**config.mk**
```make
export PLATFORM = sky130hd
export DESIGN_NAME = iig_bank_scheduler_flat
export DESIGN_NICKNAME = d
export VERILOG_FILES = /design/src/rtl/iig_bank_scheduler_if.sv /design/src/rtl/iig_bank_scheduler.sv /design/src/flat_wrapper.sv
export SDC_FILE = /design/constraint.sdc
export NUM_CORES = 1
export LEC_CHECK = 0
export BUFFER_PORTS_ARGS = -buffer_cell sky130_fd_sc_hd__buf_4
export CAP_MARGIN = 40
export CORE_ASPECT_RATIO = 1.75
export CORE_MARGIN = 2
export CORE_UTILIZATION = 44
export CTS_CLUSTER_SIZE = 40
export DETAILED_ROUTE_END_ITERATION = 10
export GPL_TIMING_DRIVEN = 0
export MAX_ROUTING_LAYER = met4
export PLACE_DENSITY = 0.92
export SLEW_MARGIN = 0
export SYNTH_ARGS = -nofsm -noshare
export SYNTH_HDL_FRONTEND = slang
export SYNTH_SLANG_ARGS = --single-unit
```
**constraint.sdc**
```tcl
create_clock -name clk -period 1.8 [get_ports clk]
set_clock_uncertainty 0.1 [all_clocks]
set_input_delay 0.18 -clock clk [delete_from_list [all_inputs] [get_ports clk]]
set_output_delay 0.18 -clock clk [all_outputs]
set_load 0.02 [all_outputs]
```
**src/rtl/iig_bank_scheduler_if.sv**
```systemverilog
// Bus bundle between the bank scheduler, the IIG write stream, the two BRAM
// banks and the two Haar-window classifiers.
interface iig_bank_scheduler_if #(
  parameter int ADDR_W = 13,
  parameter int DATA_W = 21
);
  logic              wr_valid;
  logic [ADDR_W-1:0] wr_addr;
  logic [DATA_W-1:0] wr_data;
  logic              wr_ready;
  logic              overrun;
  logic              we_bank0;
  logic              we_bank1;
  logic [ADDR_W-1:0] waddr_bank;
  logic [DATA_W-1:0] wdata_bank;
  logic              frame_avail;
  logic [1:0]        rd_req;
  logic [ADDR_W-1:0] rd_addr0;
  logic [ADDR_W-1:0] rd_addr1;
  logic              rd_done;
  logic [1:0]        rd_gnt;
  logic [ADDR_W-1:0] rd_addr_bank;
  logic [DATA_W-1:0] q_bank0;
  logic [DATA_W-1:0] q_bank1;
  logic [1:0]        rd_valid;
  logic [DATA_W-1:0] rd_data;

  modport slave (
    input  wr_valid, wr_addr, wr_data, rd_req, rd_addr0, rd_addr1, rd_done,
           q_bank0, q_bank1,
    output wr_ready, overrun, we_bank0, we_bank1, waddr_bank, wdata_bank,
           frame_avail, rd_gnt, rd_addr_bank, rd_valid, rd_data
  );

  modport master (
    output wr_valid, wr_addr, wr_data, rd_req, rd_addr0, rd_addr1, rd_done,
           q_bank0, q_bank1,
    input  wr_ready, overrun, we_bank0, we_bank1, waddr_bank, wdata_bank,
           frame_avail, rd_gnt, rd_addr_bank, rd_valid, rd_data
  );
endinterface

```
**src/rtl/iig_bank_scheduler.sv**
```systemverilog
// Ping-pong scheduler for the two integral-image banks: routes IIG writes to the
// bank being filled and round-robins the shared read port between two classifiers.
module iig_bank_scheduler #(
  parameter int ADDR_W      = 13,
  parameter int DATA_W      = 21,
  parameter int FRAME_WORDS = 4800
) (
  input  logic                clk,
  input  logic                rst_n,
  input  logic                run,
  iig_bank_scheduler_if.slave bus
);

  typedef enum logic [1:0] {
    EMPTY   = 2'd0,
    WRITING = 2'd1,
    FULL    = 2'd2
  } bank_state_t;

  localparam logic [ADDR_W-1:0] LAST_ADDR = ADDR_W'(FRAME_WORDS - 1);

  // Encoding 3 is never produced; if it ever appears it decays to EMPTY.
  function automatic bank_state_t legal_state(input logic [1:0] s);
    case (s)
      2'd1:    return WRITING;
      2'd2:    return FULL;
      default: return EMPTY;
    endcase
  endfunction

  logic [1:0]        state_q [2];
  bank_state_t       st      [2];
  bank_state_t       state_d [2];
  logic              wr_ptr_q, wr_ptr_d;
  logic              rd_ptr_q, rd_ptr_d;
  logic              rr_last_q, rr_last_d;

  logic              we0_q, we0_d;
  logic              we1_q, we1_d;
  logic [ADDR_W-1:0] waddr_q, waddr_d;
  logic [DATA_W-1:0] wdata_q, wdata_d;
  logic              overrun_q, overrun_d;

  logic [ADDR_W-1:0] rd_addr_q, rd_addr_d;
  logic [1:0]        vld_p0, vld_p0_d;
  logic              bsel_p0, bsel_p0_d;
  logic [1:0]        vld_p1, vld_p1_d;
  logic              bsel_p1, bsel_p1_d;

  logic              wr_oth;
  logic              wr_ready;
  logic              frame_avail;
  logic              accept;
  logic              last_wr;
  logic              release_rd;
  logic              any_writing;
  logic              claim;
  logic [1:0]        gnt;

  always_comb begin
    for (int i = 0; i < 2; i++) st[i] = legal_state(state_q[i]);
  end

  assign wr_oth      = ~wr_ptr_q;
  assign wr_ready    = (st[wr_ptr_q] == WRITING);
  assign frame_avail = (st[rd_ptr_q] == FULL);
  assign accept      = bus.wr_valid & wr_ready;
  assign last_wr     = accept & (bus.wr_addr == LAST_ADDR);
  assign release_rd  = bus.rd_done & frame_avail;
  assign any_writing = (st[0] == WRITING) | (st[1] == WRITING);
  // A writer stalled on a just-released bank picks it up one cycle later.
  assign claim       = ~any_writing & (st[wr_ptr_q] == EMPTY);

  always_comb begin
    gnt = 2'b00;
    if (frame_avail && run) begin
      case (bus.rd_req)
        2'b01:   gnt = 2'b01;
        2'b10:   gnt = 2'b10;
        2'b11:   gnt = rr_last_q ? 2'b01 : 2'b10;
        default: gnt = 2'b00;
      endcase
    end
  end

  always_comb begin
    state_d[0] = st[0];
    state_d[1] = st[1];
    wr_ptr_d   = wr_ptr_q;
    rd_ptr_d   = rd_ptr_q;
    rr_last_d  = rr_last_q;
    we0_d      = 1'b0;
    we1_d      = 1'b0;
    waddr_d    = waddr_q;
    wdata_d    = wdata_q;
    overrun_d  = bus.wr_valid & ~wr_ready;
    rd_addr_d  = rd_addr_q;
    vld_p0_d   = gnt;
    bsel_p0_d  = rd_ptr_q;
    vld_p1_d   = vld_p0;
    bsel_p1_d  = bsel_p0;

    if (accept) begin
      we0_d   = ~wr_ptr_q;
      we1_d   = wr_ptr_q;
      waddr_d = bus.wr_addr;
      wdata_d = bus.wr_data;
    end

    if (last_wr) begin
      state_d[wr_ptr_q] = FULL;
      wr_ptr_d          = wr_oth;
      if (st[wr_oth] == EMPTY) state_d[wr_oth] = WRITING;
    end

    if (release_rd) begin
      state_d[rd_ptr_q] = EMPTY;
      rd_ptr_d          = ~rd_ptr_q;
    end

    if (claim) state_d[wr_ptr_q] = WRITING;

    if (|gnt) begin
      rd_addr_d = gnt[1] ? bus.rd_addr1 : bus.rd_addr0;
      rr_last_d = gnt[1];
    end

    if (!run) begin
      state_d[0] = WRITING;
      state_d[1] = EMPTY;
      wr_ptr_d   = 1'b0;
      rd_ptr_d   = 1'b0;
      rr_last_d  = 1'b1;
      we0_d      = 1'b0;
      we1_d      = 1'b0;
      waddr_d    = '0;
      wdata_d    = '0;
      overrun_d  = 1'b0;
      rd_addr_d  = '0;
      vld_p0_d   = 2'b00;
      bsel_p0_d  = 1'b0;
      vld_p1_d   = 2'b00;
      bsel_p1_d  = 1'b0;
    end
  end

  always_ff @(posedge clk or negedge rst_n) begin
    if (!rst_n) begin
      state_q[0] <= WRITING;
      state_q[1] <= EMPTY;
      wr_ptr_q   <= 1'b0;
      rd_ptr_q   <= 1'b0;
      rr_last_q  <= 1'b1;
      we0_q      <= 1'b0;
      we1_q      <= 1'b0;
      waddr_q    <= '0;
      wdata_q    <= '0;
      overrun_q  <= 1'b0;
      rd_addr_q  <= '0;
      vld_p0     <= 2'b00;
      bsel_p0    <= 1'b0;
      vld_p1     <= 2'b00;
      bsel_p1    <= 1'b0;
    end else begin
      state_q[0] <= state_d[0];
      state_q[1] <= state_d[1];
      wr_ptr_q   <= wr_ptr_d;
      rd_ptr_q   <= rd_ptr_d;
      rr_last_q  <= rr_last_d;
      we0_q      <= we0_d;
      we1_q      <= we1_d;
      waddr_q    <= waddr_d;
      wdata_q    <= wdata_d;
      overrun_q  <= overrun_d;
      // stage p0: address to BRAM, bank select and requester id captured
      rd_addr_q  <= rd_addr_d;
      vld_p0     <= vld_p0_d;
      bsel_p0    <= bsel_p0_d;
      // stage p1: BRAM data arrives alongside these
      vld_p1     <= vld_p1_d;
      bsel_p1    <= bsel_p1_d;
    end
  end

  assign bus.wr_ready     = wr_ready;
  assign bus.overrun      = overrun_q;
  assign bus.we_bank0     = we0_q;
  assign bus.we_bank1     = we1_q;
  assign bus.waddr_bank   = waddr_q;
  assign bus.wdata_bank   = wdata_q;
  assign bus.frame_avail  = frame_avail;
  assign bus.rd_gnt       = gnt;
  assign bus.rd_addr_bank = rd_addr_q;
  assign bus.rd_valid     = vld_p1;
  assign bus.rd_data      = (|vld_p1) ? (bsel_p1 ? bus.q_bank1 : bus.q_bank0) : '0;

endmodule

```
**src/flat_wrapper.sv**
```systemverilog
// flat-port wrapper written by rule: the top's interface ports become plain ports
module iig_bank_scheduler_flat 
#(
  parameter int ADDR_W      = 13,
  parameter int DATA_W      = 21,
  parameter int FRAME_WORDS = 4800
)
  (clk, rst_n, run, bus_wr_valid, bus_wr_addr, bus_wr_data, bus_rd_req, bus_rd_addr0, bus_rd_addr1, bus_rd_done, bus_q_bank0, bus_q_bank1, bus_wr_ready, bus_overrun, bus_we_bank0, bus_we_bank1, bus_waddr_bank, bus_wdata_bank, bus_frame_avail, bus_rd_gnt, bus_rd_addr_bank, bus_rd_valid, bus_rd_data);
  iig_bank_scheduler_if #(.ADDR_W(ADDR_W), .DATA_W(DATA_W)) bus_i ();
  input  logic clk;
  input  logic rst_n;
  input  logic run;
  input wire logic [$bits(bus_i.wr_valid)-1:0] bus_wr_valid;
  input wire logic [$bits(bus_i.wr_addr)-1:0] bus_wr_addr;
  input wire logic [$bits(bus_i.wr_data)-1:0] bus_wr_data;
  input wire logic [$bits(bus_i.rd_req)-1:0] bus_rd_req;
  input wire logic [$bits(bus_i.rd_addr0)-1:0] bus_rd_addr0;
  input wire logic [$bits(bus_i.rd_addr1)-1:0] bus_rd_addr1;
  input wire logic [$bits(bus_i.rd_done)-1:0] bus_rd_done;
  input wire logic [$bits(bus_i.q_bank0)-1:0] bus_q_bank0;
  input wire logic [$bits(bus_i.q_bank1)-1:0] bus_q_bank1;
  output wire logic [$bits(bus_i.wr_ready)-1:0] bus_wr_ready;
  output wire logic [$bits(bus_i.overrun)-1:0] bus_overrun;
  output wire logic [$bits(bus_i.we_bank0)-1:0] bus_we_bank0;
  output wire logic [$bits(bus_i.we_bank1)-1:0] bus_we_bank1;
  output wire logic [$bits(bus_i.waddr_bank)-1:0] bus_waddr_bank;
  output wire logic [$bits(bus_i.wdata_bank)-1:0] bus_wdata_bank;
  output wire logic [$bits(bus_i.frame_avail)-1:0] bus_frame_avail;
  output wire logic [$bits(bus_i.rd_gnt)-1:0] bus_rd_gnt;
  output wire logic [$bits(bus_i.rd_addr_bank)-1:0] bus_rd_addr_bank;
  output wire logic [$bits(bus_i.rd_valid)-1:0] bus_rd_valid;
  output wire logic [$bits(bus_i.rd_data)-1:0] bus_rd_data;
  assign bus_i.wr_valid = bus_wr_valid;
  assign bus_i.wr_addr = bus_wr_addr;
  assign bus_i.wr_data = bus_wr_data;
  assign bus_i.rd_req = bus_rd_req;
  assign bus_i.rd_addr0 = bus_rd_addr0;
  assign bus_i.rd_addr1 = bus_rd_addr1;
  assign bus_i.rd_done = bus_rd_done;
  assign bus_i.q_bank0 = bus_q_bank0;
  assign bus_i.q_bank1 = bus_q_bank1;
  assign bus_wr_ready = bus_i.wr_ready;
  assign bus_overrun = bus_i.overrun;
  assign bus_we_bank0 = bus_i.we_bank0;
  assign bus_we_bank1 = bus_i.we_bank1;
  assign bus_waddr_bank = bus_i.waddr_bank;
  assign bus_wdata_bank = bus_i.wdata_bank;
  assign bus_frame_avail = bus_i.frame_avail;
  assign bus_rd_gnt = bus_i.rd_gnt;
  assign bus_rd_addr_bank = bus_i.rd_addr_bank;
  assign bus_rd_valid = bus_i.rd_valid;
  assign bus_rd_data = bus_i.rd_data;
  iig_bank_scheduler #(.ADDR_W(ADDR_W), .DATA_W(DATA_W), .FRAME_WORDS(FRAME_WORDS)) u_core (.clk(clk), .rst_n(rst_n), .run(run), .bus(bus_i));
endmodule
```
==> run summary, run 1 <==
====================================================================================
Status ................................................................ finished with violations
Violated checks ....................................................... negative setup slack
Pwr/cell area ......................................................... 706.3 mW/mm2
Largest net degree at the start of global routing .....................           64
DRC violations left ...................................................            0
Clock transition at the registers of the reported paths ...............      0.05 ns
Achievable frequency ..................................................   0.5334 GHz
Die area .............................................................. 0.008101 mm2
Post-placement cell area .............................................. 0.004732 mm2
Routed wire length per instance .......................................     15.65 um
Net count of the mapped netlist .......................................          457
Crit share post-route .................................................        1.042
Fin util ..............................................................       0.7479
Maximum ir drop on the vdd rail .......................................    0.4793 mV
TritonCTS clock tree ..................................................         done
Slowest CP cell .......................................................      dfrtp_2
Wire length of the first global-routing pass ..........................     16060 um
Top Family by Delay on Critical Path ..................................   flip-flops
Row count .............................................................           41
Total routing resource utilization after global routing ...............       0.2666
H-tree lvl count ......................................................            3
Sum of buffers and inverters on the critical path .....................            4
Tmin final ............................................................     1.875 ns
Data required time at the worst endpoint ..............................      1.52 ns
Cells on Worst Hold Path ..............................................            3
Data arrival time of the critical path ................................      1.59 ns
Number of global-route vias before repair .............................         3489
Max capacitance violation total .......................................            0
Initial Util ..........................................................       0.4516
Unrepaired setup endpoints after global routing .......................          yes
Die Height ............................................................     117.6 um
Number of CTS-inserted buffers ........................................            9
Leakage power .........................................................  0.002806 uW
Crit path top cell by count ...........................................        buf_6
Element type at the critical path start ...............................         flop
Sequential area share after synthesis .................................       0.4869
Total inserted antenna cells ..........................................            0
Drt first-iter violations .............................................          198
Vias ..................................................................         3358
Clock root buffer .....................................................    clkbuf_16
Maximum clock path buffer count .......................................            2
Mapped Area ........................................................... 0.003243 mm2
Vias per cell .........................................................        5.088
Weighted congestion at the end of routability-driven global placement .       0.8187
Yosys synthesis warning count .........................................            0
Max Slew Vio Count ....................................................            0
Slew at the pin closest to its max-slew limit .........................    0.7885 ns
Antenna violations before repair ......................................            0
Area inside the core boundary ......................................... 0.007182 mm2
Distinct cell type count of the synthesized netlist ...................           37
Delay of the slowest cell on the worst path ...........................      0.43 ns
Reg2reg setup slack ...................................................      0.05 ns
Least setup slack across all paths after layout .......................  -0.07479 ns
Sink Count ............................................................           63
Tightest hold margin ..................................................   0.01047 ns
Remaining global-route overflow .......................................            0
Setup Crit Path Kind ..................................................   reg -> out
Worst reg2reg startpoint .............................................. u_core.rd_ptr_q
Final number of hold-violating endpoints ..............................            0
Final routed wirelength across all metal layers .......................     10330 um
DP Wirelength .........................................................      7454 um
Final-stage net count .................................................          678
First-pass detailed-route iteration total .............................            4
RR Endpoint ........................................................... u_core.bus.rd_addr_bank[10]
Overall die width .....................................................     68.90 um
Post-Syn Area per Cell ................................................    9.319 um2
Final instance area ................................................... 0.005371 mm2
Maximum net fanout on the critical path ...............................            3
Mapped Cells ..........................................................          348
Post-route ant nets ...................................................            0
Crit path capture type ................................................   output pin
Area delta synth->final ...............................................       65.62%
Final setup fails .....................................................            2
Share of final-layout standard cells stronger than drive strength 1 ...       0.4286
Count of boundary I/O pins ............................................          186
Clock insertion delay at the later pin of the skew report .............      0.32 ns
Quantity of I/O buffers inserted on ports .............................          184
#FFs+latches synth ....................................................           63
Worst rel slew slack ..................................................       0.4743
Hold Crit Class .......................................................    in -> reg
Worst R2R Path Depth ..................................................            7
Hold Path Origin ...................................................... bus_wr_data[9]
End point of the most critical hold path .............................. u_core.bus.wdata_bank[9]
Chain of cells forming the critical path .............................. and3b_2 > o2111ai_2 > buf_4 > buf_6 > inv_2 > buf_6
====================================================================================
## layout by cell type, fill, tap and decap left out, drive strengths merged
| cell type | netlist | layout |
|---|---|---|
| buf | 13 | 207 |
| nand2 | 76 | 76 |
| dfrtp | 61 | 61 |
| a21boi | 34 | 34 |
| clkbuf | 13 | 25 |
| nor2 | 24 | 24 |
| mux2i | 23 | 23 |
| dlygate4sd3 | 0 | 18 |
| inv | 18 | 18 |
| o21ai | 18 | 18 |
| and3 | 15 | 15 |
| o22a | 13 | 13 |
| nand2b | 8 | 8 |
| and2 | 5 | 5 |
| nand3 | 4 | 4 |
| o2111ai | 2 | 2 |
| nand4b | 2 | 2 |
| nor2b | 2 | 2 |
| a21oi | 2 | 2 |
| dfstp | 2 | 2 |
| and3b | 1 | 1 |
| nor3b | 1 | 1 |
| and2b | 1 | 1 |
| nand4bb | 1 | 1 |
| nor4 | 1 | 1 |
| mux2 | 1 | 1 |
| and4bb | 1 | 1 |
| a31o | 1 | 1 |
| nand4 | 1 | 1 |
| a31oi | 1 | 1 |
| o41ai | 1 | 1 |
| or2 | 1 | 1 |
| o31ai | 1 | 1 |
| bufinv | 0 | 1 |
| clkinvlp | 0 | 1 |
## through the flow
step | worst slack, ns | setup TNS [ns] | instances | total power, uW
after detailed placement | -0.06758 | -0.3883 | 618 | 2000
after CTS | -0.1012 | -0.2349 | 658 | 3810
final | -0.07479 | -0.07890 | 660 | 3794
after floorplan | 0.2224 | 0 | 348 | 1683
after global routing | -0.1770 | -0.6470 | 660 | 3942
after global placement | -0.02231 | -0.02231 | 618 | 1983
## where the power goes
part | internal, uW | total [uW] | switching, uW
logic | 294 | 539 | 245
registers | 1460 | 1480 | 23.2
clock network | 1190 | 1770 | 587
total | 2940 | 3790 | 855
## routing by layer
| metal | vias up | wire (um) | global-route usage |
|---|---|---|---|
| li1 | 1609 | - | - |
| met1 | 1604 | 3820 | 0.2849 |
| met2 | 121 | 5707 | 0.4573 |
| met3 | 24 | 529 | 0.05641 |
| met4 | 0 | 273 | 0.1115 |
| met5 | - | 0 | - |
## timing repair
item,in CTS,in global routing
buffers inserted,8,2
endpoints found under the hold margin,78,0
hold buffers,18,0
gates cloned,0,1
resized for setup,20,22
setup endpoints to repair,36,36
pin swaps,3,5
## cells by family (layout without fill, tap and decap cells)
family | after synthesis | count (layout) | share of synthesized area
AOI/OAI and AO/OA | 73 | 73 | 0.1644
buffers and inverters | 44 | 270 | 0.06443
DFF | 63 | 63 | 0.4869
muxes | 24 | 24 | 0.07446
and+or+nand+nor | 144 | 144 | 0.2099
## state kept, by name (all words and copies together) (netlist names)
name                     flops
u_core.bus.wdata_bank       21
u_core.bus.rd_addr_bank     13
u_core.bus.waddr_bank       13
u_core.state_q               4
u_core.bus.rd_valid          2
u_core.vld_p0                2
u_core.bsel_p0               1
u_core.bsel_p1               1
u_core.bus.overrun           1
u_core.bus.we_bank0          1
u_core.bus.we_bank1          1
u_core.rd_ptr_q              1
u_core.rr_last_q             1
u_core.wr_ptr_q              1
## final cells by class
type                       instances  area (um2)
multi-input combinational        241        1495
clock buffer                      14       274.0
tap                               86       107.6
inverter                          18       67.56
timing repair buffer             213        1649
fill                             487        1810
clock inverter                     2       37.54
buffer                            23       160.2
sequential                        63        1580
## worst min-delay path: stages
cell and delay (ns):
buf_4 0.11, nand2_1 0.05, a21boi_1 0.05
## cells in the mapped netlist (all sizes together)
library cell / instances / area [um2]
nand3: 4 / 20.02
dfrtp: 61 / 1526
a21boi: 34 / 255.2
nor4: 1 / 12.51
nand2: 76 / 287.8
nor2: 24 / 90.09
o22a: 13 / 113.9
nand2b: 8 / 50.05
and4bb: 1 / 12.51
and3b: 1 / 8.760
buf: 13 / 92.58
clkbuf: 13 / 48.80
nor2b: 2 / 12.51
nand4: 1 / 6.260
a31oi: 1 / 21.27
nand4bb: 1 / 11.26
and2: 5 / 31.28
mux2: 1 / 11.26
o41ai: 1 / 8.760
mux2i: 23 / 230.2
nor3b: 1 / 12.51
and2b: 1 / 7.510
inv: 18 / 67.56
or2: 1 / 6.260
o21ai: 18 / 90.09
dfstp: 2 / 52.55
nand4b: 2 / 17.52
and3: 15 / 93.84
a31o: 1 / 8.760
a21oi: 2 / 10.01
o2111ai: 2 / 17.52
o31ai: 1 / 7.510
## how the worst max path moves through the flow
stage | start | end | slack [ns] | cells after the start
after floorplan | u_core.rd_ptr_q | u_core.bus.rd_addr_bank[10] | 0.22 | 6
after global placement | u_core.rd_ptr_q | bus_rd_gnt[1] | -0.02 | 6
after detailed placement | u_core.rd_ptr_q | u_core.bus.rd_addr_bank[10] | -0.07 | 5
after CTS | u_core.rd_ptr_q | bus_rd_gnt[1] | -0.10 | 6
after global routing | u_core.rd_ptr_q | bus_rd_gnt[0] | -0.18 | 6
final | u_core.rd_ptr_q | bus_rd_gnt[0] | -0.07 | 6
No activity file was read; power rests on OpenSTA's default activity.
==> run 2, diff against run 1 <==
--- a/config.mk
+++ b/config.mk
@@ -8,13 +8,13 @@
 export BUFFER_PORTS_ARGS = -buffer_cell sky130_fd_sc_hd__buf_4
 export CAP_MARGIN = 40
 export CORE_ASPECT_RATIO = 1.75
-export CORE_MARGIN = 2
 export CORE_UTILIZATION = 44
 export CTS_CLUSTER_SIZE = 40
 export DETAILED_ROUTE_END_ITERATION = 10
 export GPL_TIMING_DRIVEN = 0
 export MAX_ROUTING_LAYER = met4
 export PLACE_DENSITY = 0.92
+export REMOVE_ABC_BUFFERS = 1
 export SLEW_MARGIN = 0
 export SYNTH_ARGS = -nofsm -noshare
 export SYNTH_HDL_FRONTEND = slang
==> run summary, run 2 (synthesized netlist as in run 1, its figures left out) <==
=====================================================================================
Cells on Worst Hold Path ...............................................            3   unchanged
Fraction of power spent switching nets .................................       0.2303   was 0.2253
Sequential Power Share .................................................        0.374   was 0.391
Maximum ir drop on the vdd rail ........................................    0.7486 mV   was 0.4793 mV
Final number of hold-violating endpoints ...............................            1   was 0
Number of CTS-inserted buffers .........................................            9   unchanged
Chain of cells forming the critical path ............................... nor3b_4 > o2111ai_2 > buf_6 > inv_2 > buf_6   was and3b_2 > o2111ai_2 > buf_4 > buf_6 > inv_2 > buf_6
Vias per cell ..........................................................        5.212   was 5.088
Violated checks ........................................................ negative hold slack, negative setup slack   was negative setup slack
Maximum clock path buffer count ........................................            2   unchanged
Post-placement cell area ............................................... 0.004679 mm2   was 0.004732 mm2
Clock root buffer ......................................................    clkbuf_16   unchanged
Wire length of the first global-routing pass ...........................     16990 um   was 16060 um
Area inside the core boundary .......................................... 0.007182 mm2   unchanged
Final routed wirelength across all metal layers ........................     11310 um   was 10330 um
Antenna violations before repair .......................................            0   unchanged
Max capacitance violation total ........................................            0   unchanged
Net Sw Power ...........................................................     912.2 uW   was 854.9 uW
DRC violations left ....................................................            0   unchanged
Pwr/cell area .......................................................... 711.6 mW/mm2   was 706.3 mW/mm2
Die Height .............................................................     115.6 um   was 117.6 um
Overall die width ......................................................     66.90 um   was 68.90 um
Top Family by Delay on Critical Path ...................................   flip-flops   unchanged
Commonest cells after routing, fill and taps aside ..................... buf_4, nand2_1, dfrtp_1, a21boi_1, dlygate4sd3_1   was buf_4, nand2_1, dfrtp_1, a21boi_1, nor2_1
Achievable frequency ...................................................   0.5325 GHz   was 0.5334 GHz
Number of fillers in the final layout ..................................          450   was 487
Clock insertion delay at the later pin of the skew report ..............      0.33 ns   was 0.32 ns
Most frequent standard cell in the layout excluding fill and tap cells .        buf_4   unchanged
TritonCTS clock tree ...................................................         done   unchanged
Final-stage net count ..................................................          679   was 678
Element type at the critical path start ................................         flop   unchanged
Area delta synth->final ................................................       71.64%   was 65.62%
Die area ............................................................... 0.007732 mm2   was 0.008101 mm2
Remaining global-route overflow ........................................            0   unchanged
Maximum net fanout on the critical path ................................            4   was 3
Crit share post-route ..................................................        1.043   was 1.042
Hold Crit Class ........................................................    in -> reg   unchanged
Final setup fails ......................................................           14   was 2
Count of boundary I/O pins .............................................          186   unchanged
Final instance area .................................................... 0.005567 mm2   was 0.005371 mm2
Crit path capture type .................................................   output pin   unchanged
Initial Util ...........................................................       0.4516   unchanged
Data arrival time of the critical path .................................      1.60 ns   was 1.59 ns
Total inserted antenna cells ...........................................            0   unchanged
Vias ...................................................................         3445   was 3358
Max Slew Vio Count .....................................................            0   unchanged
Row count ..............................................................           41   unchanged
Data required time at the worst endpoint ...............................      1.52 ns   about the same
Worst rel slew slack ...................................................       0.4659   was 0.4743
Tightest hold margin ................................................... -0.004865 ns   was 0.01047 ns
Routed wire length per instance ........................................     17.10 um   was 15.65 um
Setup Crit Path Kind ...................................................   reg -> out   unchanged
Total routing resource utilization after global routing ................       0.3082   was 0.2666
Combinational cell fraction of total power .............................        0.141   was 0.142
Slew at the pin closest to its max-slew limit ..........................    0.8011 ns   was 0.7885 ns
Worst R2R Path Depth ...................................................            6   was 7
Sum of buffers and inverters on the critical path ......................            3   was 4
Leakage power ..........................................................  0.002880 uW   was 0.002806 uW
Quantity of I/O buffers inserted on ports ..............................          185   was 184
Status ................................................................. finished with violations   unchanged
Share of final-layout standard cells stronger than drive strength 1 ....       0.4348   was 0.4286
First-pass detailed-route iteration total ..............................            4   unchanged
Instance count on the critical path ....................................            5   was 6
Post-route ant nets ....................................................            0   unchanged
Largest net degree at the start of global routing ......................           65   was 64
Cell internal pwr ......................................................      3049 uW   was 2939 uW
Slowest CP cell ........................................................      dfrtp_2   unchanged
Weighted congestion at the end of routability-driven global placement ..       0.7955   was 0.8187
Clock transition at the registers of the reported paths ................      0.06 ns   was 0.05 ns
Final TNS setup ........................................................   -0.4096 ns   was -0.07890 ns
DP Wirelength ..........................................................      6884 um   was 7454 um
Final Total Pwr ........................................................      3961 uW   was 3794 uW
Delay of the slowest cell on the worst path ............................      0.45 ns   was 0.43 ns
Unrepaired setup endpoints after global routing ........................          yes   unchanged
Number of global-route vias before repair ..............................         3581   was 3489
H-tree lvl count .......................................................            3   unchanged
Crit path top cell by count ............................................        buf_6   unchanged
Clock share of power ...................................................        0.484   was 0.467
Drt first-iter violations ..............................................          237   was 198
Sink Count .............................................................           63   unchanged
Least setup slack across all paths after layout ........................  -0.07793 ns   was -0.07479 ns
Number of flip-flops under the largest register name ...................           21   unchanged
Tmin final .............................................................     1.878 ns   was 1.875 ns
=====================================================================================
## run 2: changes by cell type in the layout (fill, tap and decap cells not counted), moves of 3 or more
cell / change
clkbuf_1: -8
o21ai_1: -6
dlygate4sd3_1: +9
clkbuf_2: -5
buf_6: -3
dfrtp_1: -3
dfrtp_2: +3
buf_12: +3
o21ai_0: +7
## run 2: area by class of cell
| class | count | area, um2 | area share |
|---|---|---|---|
| clock buffers | 11 | 252.7 | 0.04540 |
| clock inverters | 5 | 78.83 | 0.01416 |
| inverters | 18 | 70.07 | 0.01259 |
| multi-input cells | 242 | 1541 | 0.2769 |
| flip-flops and latches | 63 | 1584 | 0.2846 |
| well taps | 86 | 107.6 | 0.01933 |
| repair buffers | 236 | 1932 | 0.3470 |
## run 2: final timing paths
path,end,slack (ns),startpoint
worst min register to register,u_core.bus.rd_valid[1],0.36,u_core.vld_p0[1]
worst max-delay path,bus_rd_gnt[0],-0.08,u_core.rd_ptr_q
worst max register to register,u_core.bus.rd_addr_bank[4],-0.05,u_core.rd_ptr_q
min in group asynchronous,u_core.bus.waddr_bank[4],0.38,rst_n
worst min-delay path,u_core.bus.waddr_bank[1],-0.005,bus_wr_addr[1]
max in group asynchronous,u_core.bsel_p1,0.65,rst_n
## run 2: per-layer routing
metal | vias up | routed length, um | GRT usage | part of all wire
li1 | 1616 | - | - | -
met1 | 1616 | 3633 | 0.2889 | 0.32
met2 | 178 | 6197 | 0.5394 | 0.55
met3 | 35 | 998 | 0.08465 | 0.088
met4 | 0 | 476 | 0.1858 | 0.042
met5 | - | 0 | - | 0
## run 2: power by group through the flow
| stage | Sequential [uW] | Combinational (uW) | Clock, uW |
|---|---|---|---|
| 2_1_floorplan | 1550 | 102 | 0 |
| 3_3_place_gp | 1500 | 466 | 0 |
| 3_5_place_dp | 1510 | 483 | 0 |
| 4_1_cts | 1480 | 541 | 1930 |
| 5_1_grt | 1490 | 605 | 1990 |
| 6_report | 1480 | 559 | 1920 |
## run 2: what timing repair did
| action | in CTS | in global routing |
|---|---|---|
| endpoints found under the hold margin | 87 | 0 |
| resized for setup | 17 | 13 |
| cloned | 3 | 1 |
| setup buffers | 8 | 9 |
| hold buffers | 27 | 0 |
| pin swaps | 3 | 6 |
| endpoints found under the setup margin | 64 | 46 |
## run 2: worst register-to-register path, delay by kind of cell, from the launching register on
kind	cells	cell delay, ns
compound gates	2	0.33
simple gates	2	0.51
flops	1	0.45
buf+inv	2	0.36
## run 2: stage by stage
step           worst slack (ns)  instances    util  hold slack [ns]
2_1_floorplan           -0.4714        322       -          -0.2156
3_3_place_gp            -0.9920        593  0.6402           0.2046
3_5_place_dp            -0.5020        598  0.6516           0.2106
4_1_cts                -0.06976        652  0.7554        0.0009392
5_1_grt                 -0.1073        661  0.7751         0.003519
6_report               -0.07793        661  0.7751        -0.004865
==> run 3, diff against run 2 <==
--- a/config.mk
+++ b/config.mk
@@ -6,7 +6,6 @@
 export NUM_CORES = 1
 export LEC_CHECK = 0
 export BUFFER_PORTS_ARGS = -buffer_cell sky130_fd_sc_hd__buf_4
-export CAP_MARGIN = 40
 export CORE_ASPECT_RATIO = 1.75
 export CORE_UTILIZATION = 44
 export CTS_CLUSTER_SIZE = 40
@@ -19,3 +18,4 @@
 export SYNTH_ARGS = -nofsm -noshare
 export SYNTH_HDL_FRONTEND = slang
 export SYNTH_SLANG_ARGS = --single-unit
+export TNS_END_PERCENT = 10
==> run summary, run 3 (synthesized netlist as in run 1, its figures left out) <==
=====================================================================================
Data arrival time of the critical path .................................      1.61 ns   was 1.60 ns
Antenna violations before repair .......................................            0   unchanged
Final number of hold-violating endpoints ...............................            0   was 1
Slew at the pin closest to its max-slew limit ..........................    0.7867 ns   was 0.8011 ns
Pwr/cell area .......................................................... 676.1 mW/mm2   was 711.6 mW/mm2
Clock transition at the registers of the reported paths ................      0.06 ns   about the same
H-tree lvl count .......................................................            3   unchanged
Clock insertion delay at the later pin of the skew report ..............      0.33 ns   about the same
Violated checks ........................................................ negative setup slack   was negative hold slack, negative setup slack
Wire length of the first global-routing pass ...........................     17930 um   was 16990 um
Sink Count .............................................................           63   unchanged
Share of final-layout standard cells stronger than drive strength 1 ....       0.4343   was 0.4348
Crit path capture type .................................................   output pin   unchanged
TritonCTS clock tree ...................................................         done   unchanged
Setup Crit Path Kind ...................................................   reg -> out   unchanged
Number of CTS-inserted buffers .........................................            9   unchanged
Area inside the core boundary .......................................... 0.007182 mm2   unchanged
Cell count after placement .............................................          594   was 598
Quantity of I/O buffers inserted on ports ..............................          185   unchanged
Vias ...................................................................         3603   was 3445
Maximum clock path buffer count ........................................            2   unchanged
Most frequent standard cell in the layout excluding fill and tap cells .        buf_4   unchanged
Unrepaired setup endpoints after global routing ........................          yes   unchanged
Hold Crit Class ........................................................    in -> reg   unchanged
Final-stage net count ..................................................          682   was 679
RR Endpoint ............................................................ u_core.bus.rd_addr_bank[2]   was u_core.bus.rd_addr_bank[4]
Worst Setup SP ......................................................... u_core.state_q[3]   was u_core.rd_ptr_q
Max Slew Vio Count .....................................................            0   unchanged
Number of fillers in the final layout ..................................          461   was 450
Die area ............................................................... 0.007732 mm2   unchanged
Worst rel slew slack ...................................................       0.4756   was 0.4659
DP Wirelength ..........................................................      6901 um   was 6884 um
Achievable frequency ...................................................   0.5281 GHz   was 0.5325 GHz
Overall die width ......................................................     66.90 um   unchanged
Status ................................................................. finished with violations   unchanged
Crit share post-route ..................................................        1.052   was 1.043
Post-route ant nets ....................................................            0   unchanged
Maximum net fanout on the critical path ................................            7   was 4
Drt first-iter violations ..............................................          163   was 237
Commonest cells after routing, fill and taps aside ..................... buf_4, nand2_1, dfrtp_1, dlygate4sd3_1, a21boi_1   was buf_4, nand2_1, dfrtp_1, a21boi_1, dlygate4sd3_1
Data required time at the worst endpoint ...............................      1.52 ns   about the same
Element type at the critical path start ................................         flop   unchanged
Final Total Pwr ........................................................      3808 uW   was 3961 uW
Total routing resource utilization after global routing ................       0.3276   was 0.3082
Weighted congestion at the end of routability-driven global placement ..       0.7955   unchanged
Worst reg2reg startpoint ............................................... u_core.state_q[3]   was u_core.rd_ptr_q
Largest net degree at the start of global routing ......................           66   was 65
Reg2reg setup slack ....................................................     -0.08 ns   was -0.05 ns
Non-filler cells in the finished layout ................................          664   was 661
Max capacitance violation total ........................................            0   unchanged
Leakage power ..........................................................  0.002871 uW   was 0.002880 uW
Die Height .............................................................     115.6 um   unchanged
Routed wire length per instance ........................................     18.32 um   was 17.10 um
Destination of the critical timing path ................................ bus_rd_gnt[1]   was bus_rd_gnt[0]
Final routed wirelength across all metal layers ........................     12170 um   was 11310 um
Final setup fails ......................................................           15   was 14
Area delta synth->final ................................................       73.65%   was 71.64%
Row count ..............................................................           41   unchanged
Count of boundary I/O pins .............................................          186   unchanged
Least setup slack across all paths after layout ........................  -0.09359 ns   was -0.07793 ns
Number of flip-flops under the largest register name ...................           21   unchanged
First-pass detailed-route iteration total ..............................            5   was 4
Tmin final .............................................................     1.894 ns   was 1.878 ns
Clock root buffer ......................................................    clkbuf_16   unchanged
Maximum ir drop on the vdd rail ........................................    0.7943 mV   was 0.7486 mV
Vias per cell ..........................................................        5.426   was 5.212
Initial Util ...........................................................       0.4516   unchanged
Number of global-route vias before repair ..............................         3743   was 3581
DRC violations left ....................................................            0   unchanged
Worst R2R Path Depth ...................................................            5   was 6
Total inserted antenna cells ...........................................            0   unchanged
Remaining global-route overflow ........................................            0   unchanged
=====================================================================================
==> run 3: changes by cell type in the layout (fill, tap and decap cells not counted), moves of 2 or more <==
cell           delta
o2111ai_4         +2
clkbuf_8          -2
clkinvlp_4        +2
and3_4            +2
dlygate4sd3_1     +4
and3_1            -2
dfrtp_4           +2
buf_4             -3
dfrtp_2           -2
==> run 3: worst max-delay path: stages (launching register included) <==
cell and delay (ns):
dfrtp_2 0.43, nor3b_4 0.33, o2111ai_4 0.18, buf_8 0.19, inv_2 0.04, buf_6 0.10
==> run 3: layer usage <==
layer	track usage	up-vias	wire length, um
met5	-	-	0
met4	0.2270	0	600
met3	0.08760	50	1013
met2	0.5744	197	6714
met1	0.2943	1727	3838
li1	-	1629	-
==> run 3: through the flow <==
| stage | instance area, um2 | TNS (ns) | setup WS [ns] | hold slack (ns) | util |
|---|---|---|---|---|---|
| 2_1_floorplan | 3102 | -7.363 | -0.4714 | -0.2156 | - |
| 6_report | 5632 | -0.9242 | -0.09359 | 0.002765 | 0.7841 |
| 3_5_place_dp | 4626 | -19.79 | -0.4822 | 0.2127 | 0.6441 |
| 3_3_place_gp | 4598 | -27.69 | -0.9920 | 0.2046 | 0.6402 |
| 4_1_cts | 5507 | -0.09848 | -0.06010 | 0.00005762 | 0.7667 |
| 5_1_grt | 5632 | -1.966 | -0.1288 | 0.01229 | 0.7841 |
==> run 3: what timing repair did <==
item,CTS,global route
gates resized for setup,27,10
endpoints found under the setup margin,79,51
cloned,4,0
pin swaps,13,11
hold buffers,31,0
setup buffers,10,9
endpoints found under the hold margin,91,0
==> run 3: layout make-up <==
| class | count | area, um2 | area share |
|---|---|---|---|
| clock inverters | 7 | 72.57 | 0.01289 |
| clock buffers | 9 | 225.2 | 0.03999 |
| repair buffers | 237 | 1953 | 0.3468 |
| multi-input cells | 244 | 1617 | 0.2870 |
| inverters | 18 | 67.56 | 0.01200 |
| well taps | 86 | 107.6 | 0.01911 |
| flip-flops and latches | 63 | 1589 | 0.2822 |
==> run 3: how the worst min path moves through the flow <==
stage	end	from	slack, ns	cells past startpoint
floorplan	u_core.bsel_p0	rst_n	-0.22	0
global placement	u_core.bus.we_bank1	rst_n	0.20	1
detailed placement	u_core.bus.waddr_bank[11]	rst_n	0.21	1
CTS	u_core.bus.wdata_bank[8]	bus_wr_data[8]	0.00006	3
global route	u_core.bus.wdata_bank[20]	bus_wr_data[20]	0.01	3
finish	u_core.bus.wdata_bank[17]	bus_wr_data[17]	0.003	3
==> run 3: power by group <==
group / internal (uW) / switching [uW] / leakage, uW
Combinational: 317 / 273 / 0.00189
Clock: 1070 / 663 / 0.000142
Sequential: 1460 / 24.8 / 0.000843
Total: 2850 / 961 / 0.00287
